===== config.mk =====
export PLATFORM = sky130hd
export DESIGN_NAME = pulse_stretcher
export DESIGN_NICKNAME = d
export VERILOG_FILES = /design/src/rtl/pulse_stretcher.sv
export SDC_FILE = /design/constraint.sdc
export NUM_CORES = 1
export LEC_CHECK = 0
export CAP_MARGIN = 15
export CORE_ASPECT_RATIO = 1.1
export CORE_MARGIN = 4
export CORE_UTILIZATION = 55
export DETAILED_ROUTE_END_ITERATION = 8
export DONT_BUFFER_PORTS = 1
export PLACE_DENSITY = 0.72
export SLEW_MARGIN = 20
export SYNTH_ARGS = -nofsm -noshare
export SYNTH_HDL_FRONTEND = slang
export SYNTH_SLANG_ARGS = --single-unit

===== constraint.sdc =====
create_clock -name clk -period 3.5 [get_ports clk]
set_input_delay 1.05 -clock clk [delete_from_list [all_inputs] [get_ports clk]]
set_output_delay 1.05 -clock clk [all_outputs]
set_load 0.005 [all_outputs]

===== src/rtl/pulse_stretcher.sv =====
// Stretches single-cycle event pulses into fixed-width level windows separated by a low gap.
// Optional macro PULSE_STRETCH_ACK_EN adds an ack port that holds the window open until acked.
module pulse_stretcher #(
   parameter int unsigned HIGH_CYCLES = 4,
   parameter int unsigned LOW_CYCLES  = 2,
   parameter int unsigned QUEUE_DEPTH = 3
) (
   input  logic       clk,
   input  logic       n_rst,
   input  logic       pulse_in,
   input  logic       clear_overflow,
`ifdef PULSE_STRETCH_ACK_EN
   input  logic       ack,
`endif
   output logic       level_out,
   output logic       busy,
   output logic [3:0] pending_count,
   output logic       overflow
);

   typedef enum logic [1:0] {StIdle, StHigh, StLow} state_e;

   localparam logic [7:0] HighLast = 8'(HIGH_CYCLES - 1);
   localparam logic [7:0] LowLast  = 8'(LOW_CYCLES - 1);
   localparam logic [3:0] QDepth   = 4'(QUEUE_DEPTH);

   state_e     r_state, w_state_d;
   logic [7:0] r_cnt, w_cnt_d, w_cnt_inc;
   logic [3:0] r_pend, w_pend_d;
   logic       r_level, r_busy, r_ovf, w_ovf_d;
   logic       w_high_done, w_go_high, w_deq, w_enq, w_drop;

`ifdef PULSE_STRETCH_ACK_EN
   logic r_ack_seen, w_ack_seen_d;

   // The ack may arrive in the exit cycle itself, so the live input counts too.
   assign w_high_done = (r_cnt >= HighLast) && (r_ack_seen || ack);

   always_comb begin
      w_ack_seen_d = r_ack_seen;
      if (w_state_d == StHigh && r_state != StHigh) begin
         w_ack_seen_d = 1'b0;
      end else if (r_state == StHigh && ack) begin
         w_ack_seen_d = 1'b1;
      end
   end

   always_ff @(posedge clk or negedge n_rst) begin
      if (!n_rst) begin
         r_ack_seen <= 1'b0;
      end else begin
         r_ack_seen <= w_ack_seen_d;
      end
   end
`else
   assign w_high_done = (r_cnt >= HighLast);
`endif

   assign w_cnt_inc = (r_cnt == 8'hFF) ? r_cnt : r_cnt + 8'd1;

   always_comb begin
      w_state_d = r_state;
      w_cnt_d   = w_cnt_inc;
      w_go_high = 1'b0;
      w_deq     = 1'b0;
      w_enq     = pulse_in;
      unique case (r_state)
         StIdle: begin
            w_cnt_d = 8'd0;
            if (pulse_in || r_pend != 4'd0) w_go_high = 1'b1;
         end
         StHigh: begin
            if (w_high_done) begin
               w_state_d = StLow;
               w_cnt_d   = 8'd0;
            end
         end
         StLow: begin
            if (r_cnt >= LowLast) begin
               w_cnt_d = 8'd0;
               if (pulse_in || r_pend != 4'd0) w_go_high = 1'b1;
               else                              w_state_d = StIdle;
            end
         end
         default: w_state_d = StIdle;
      endcase
      // Queued events are served first; a live pulse is consumed directly only if the queue is empty.
      if (w_go_high) begin
         w_state_d = StHigh;
         w_cnt_d   = 8'd0;
         w_deq     = (r_pend != 4'd0);
         w_enq     = pulse_in && w_deq;
      end
   end

   always_comb begin
      w_drop   = w_enq && !w_deq && (r_pend == QDepth);
      w_pend_d = r_pend;
      if (w_enq && !w_deq && !w_drop) w_pend_d = r_pend + 4'd1;
      else if (w_deq && !w_enq)       w_pend_d = r_pend - 4'd1;
      w_ovf_d = r_ovf;
      if (w_drop)              w_ovf_d = 1'b1;
      else if (clear_overflow) w_ovf_d = 1'b0;
   end

   always_ff @(posedge clk or negedge n_rst) begin
      if (!n_rst) begin
         r_state <= StIdle;
         r_cnt   <= 8'd0;
         r_pend  <= 4'd0;
         r_level <= 1'b0;
         r_busy  <= 1'b0;
         r_ovf   <= 1'b0;
      end else begin
         r_state <= w_state_d;
         r_cnt   <= w_cnt_d;
         r_pend  <= w_pend_d;
         r_level <= (w_state_d == StHigh);
         r_busy  <= (w_state_d != StIdle) || (w_pend_d != 4'd0);
         r_ovf   <= w_ovf_d;
      end
   end

   assign level_out     = r_level;
   assign busy          = r_busy;
   assign pending_count = r_pend;
   assign overflow      = r_ovf;

endmodule


==> parameters.txt <==
Parameter                              Value

Outcome
  Outcome    completed

Logic synthesis
  Net Count, Synth    110
  Cell type contributing the most total cell area after synthesis    dfrtp_1
  Proportion of synthesized flip-flops having asynchronous set or reset    1.00
  List of most frequent post-synthesis cells    dfrtp_1, nor2_1, nand2_1
  Count of yosys warnings during synthesis    0
  Main flop type after synthesis    dfrtp_1
  Netlist Area Pre-Place    962 sq um
  Distinct cell type count of the synthesized netlist    34
  Mean cell area of the mapped netlist    9.62 sq um
  Flip-flop and latch count after synthesis    17
  Mapped Cells    100
  Share of the synthesized area in the top cell type    0.442
  Number of synthesized flops with an enable pin    0
  Library cell with the highest instance count after synthesis    dfrtp_1
  Cells taking the most area after synthesis    dfrtp_1, ha_1, nor2_1
  Sequential cell area fraction in the yosys report    0.442

Floorplan
  Area of the core    0.00161 sq mm
  # IOs    11
  Initial core utilization    0.596
  Number of rows in the core area    15
  Die W    47.9 um
  Die boundary height    51.9 um
  Die Outline Area    0.00248 sq mm

Global routing
  Global-route layer with the greatest usage    met2
  Number of antenna violations at the first check in global routing    0
  Gr ovfl total    0
  Wire length of the first global-routing pass    3.00 mm
  Total routing resource utilization after global routing    0.176
  Met3 Use GR    0.0346
  Number of global-route vias before repair    756
  Largest net degree at the start of global routing    18
  Met1 Usage GRT    0.182
  Routing usage on met2    0.291

Finish
  Core occupancy in the finished layout    0.624
  Combined area of the multi-input logic cells    510 sq um
  Filler Cell Count    136
  Proportion of layout cells with a drive suffix above 1    0.0971
  Number of cells in the finished layout apart from fillers    120
  Final antenna diode count    0
  Final net count    114
  Seq. cell area    425 sq um
  Area growth from synthesis to layout    4.68%

Power
  Peak supply drop    422 uV
  Total leakage power    0.000446 uW
  Power per Cell Area    762 mW/mm^2

Clocking
  Count of cells resized by post-cts repair    0
  Number of buffers inserted during clock tree synthesis    3
  TritonCTS clock tree    yes
  Maximum clock insertion buffer count    2
  Number of buffers inserted by hold repair at cts    0
  H-tree levels    1
  Clk pin slew, worst setup/hold paths    0.09 ns
  Post-CTS setup buffer count    0
  Clock latency of the later-clocked register in the worst-skew pair    0.29 ns
  Cell chosen for the clock root    clkbuf_4
  Number of clock sinks    17

STA
  Final period demand of the worst path    2.42 ns
  Smallest hold slack    0.440 ns
  Final worst slack    1.08 ns
  Worst slew margin relative to its limit    0.783
  Final Hold Vio Count    0
  Total negative slack    0 ns
  RSZ-0062 raised after global routing    no
  Ratio of final minimum period to clock period    0.691
  Achievable frequency    413 MHz
  Count of endpoints failing setup in the final report    0
  Final worst clock skew    0.00244 ns
  Final count of pins violating max slew    0
  Worst-Margin Slew    0.326 ns

Routing
  DRC violation count after routing    0
  Initial DRC count    28
  Final antenna-violating net count    0
  Pre-Repair DR Iteration Count    4
  Drt wl/cell    15.0 um
  Detailed-route via count    742
  Final routed wirelength across all metal layers    1.80 mm
  Via-per-instance ratio    6.18

Min path
  Hold WC Path Type    in2async

Placed design
  Number of placed instances, taps included    116
  I/O Buffers    0
  HPWL after detailed placement    1.39 mm
  GP Congestion    0.825
  Placement Setup Slack    1.10 ns

Setup path
  Startpoint class of the critical path    register
  Kind of cell with the highest combined delay on the critical path    simple AND/OR/NAND/NOR gates
  Arrival time reported for the critical path endpoint    2.59 ns
  Longest individual stage delay on the worst path    0.59 ns
  Worst Setup End Kind    register
  Cell Chain, Critical Path    or4_4, o31ai_4, nand3_1, o21ai_1, a32oi_1, or4_1
  Critical Path Fanout Max    6
  Data required, critical path    3.67 ns
  Setup CP Type    reg2reg
  Critical-path top delay cell    or4_4
  Critical path buffer and inverter count    0

Job
  Max cap viols    0
layout by cell type, fill, tap and decap left out, types with 2 or more instances in the layout:
cell,n
a21oi_1,5
and3_1,3
clkbuf_4,3
dfrtp_1,17
ha_1,6
inv_1,6
nand2_1,8
nand3_1,5
nand4_1,3
nor2_1,11
nor3_1,3
o21ai_0,5
o31ai_1,2
or3_1,2
xnor2_1,2
xor2_1,3
flip-flops by register name (all words and copies together) (netlist names):
| name | flops |
|---|---|
| busy | 1 |
| r_cnt | 8 |
| level_out | 1 |
| overflow | 1 |
| pending_count | 4 |
| r_state | 2 |
logic make-up after synthesis:
group	share of synthesized area
flops	0.442
xor+xnor	0.0455
simple gates	0.243
compound gates	0.152
buf+inv	0.0273
mux	0.0117
fa+ha+maj	0.0780
layer usage:
| metal | routed length [um] | share of wire |
|---|---|---|
| met5 | 0 | 0 |
| met4 | 94 | 0.052 |
| met3 | 91 | 0.051 |
| met2 | 848 | 0.47 |
| met1 | 761 | 0.42 |
worst paths after layout:
path,from,to,slack (ns),depth (start not counted)
hold / removal,n_rst,r_cnt[3]$_DFF_PN0_,0.44,0
min in group clk,r_state[1]$_DFF_PN0_,r_state[0]$_DFF_PN0_,0.55,1
setup reg to reg,r_cnt[7]$_DFF_PN0_,busy$_DFF_PN0_,1.08,6
max in group asynchronous,n_rst,r_cnt[2]$_DFF_PN0_,2.99,0
setup / recovery,r_cnt[7]$_DFF_PN0_,busy$_DFF_PN0_,1.08,6
hold reg to reg,r_state[1]$_DFF_PN0_,r_state[0]$_DFF_PN0_,0.55,1
metrics by stage:
stage                     power (uW)  area, sq um
after CTS                        776         1010
after global routing             845         1010
after floorplan                  586          962
final                            767         1010
after global placement           654          980
after detailed placement         670          980
layout make-up:
| class | instances | share of cell area |
|---|---|---|
| clock buffers | 3 | 0.0224 |
| well taps | 17 | 0.0211 |
| inverters | 6 | 0.0224 |
| clock inverters | 1 | 0.00497 |
| flip-flops and latches | 17 | 0.422 |
| multi-input cells | 76 | 0.507 |
report_power, final:
group	total (uW)	leakage (uW)	switching, uW	internal, uW
Sequential	336	0.000214	78.3	258
Combinational	329	0.000214	194	135
Clock	102	0.0000177	59.6	42.6
Total	767	0.000446	332	436
worst register-to-register path: stages (launching register included):
cell and delay (ns):
dfrtp_1 0.43, or4_4 0.59, o31ai_4 0.30, nand3_1 0.20, o21ai_1 0.23, a32oi_1 0.08, or4_1 0.47
Note: power is estimated with default switching activity, not from simulation.
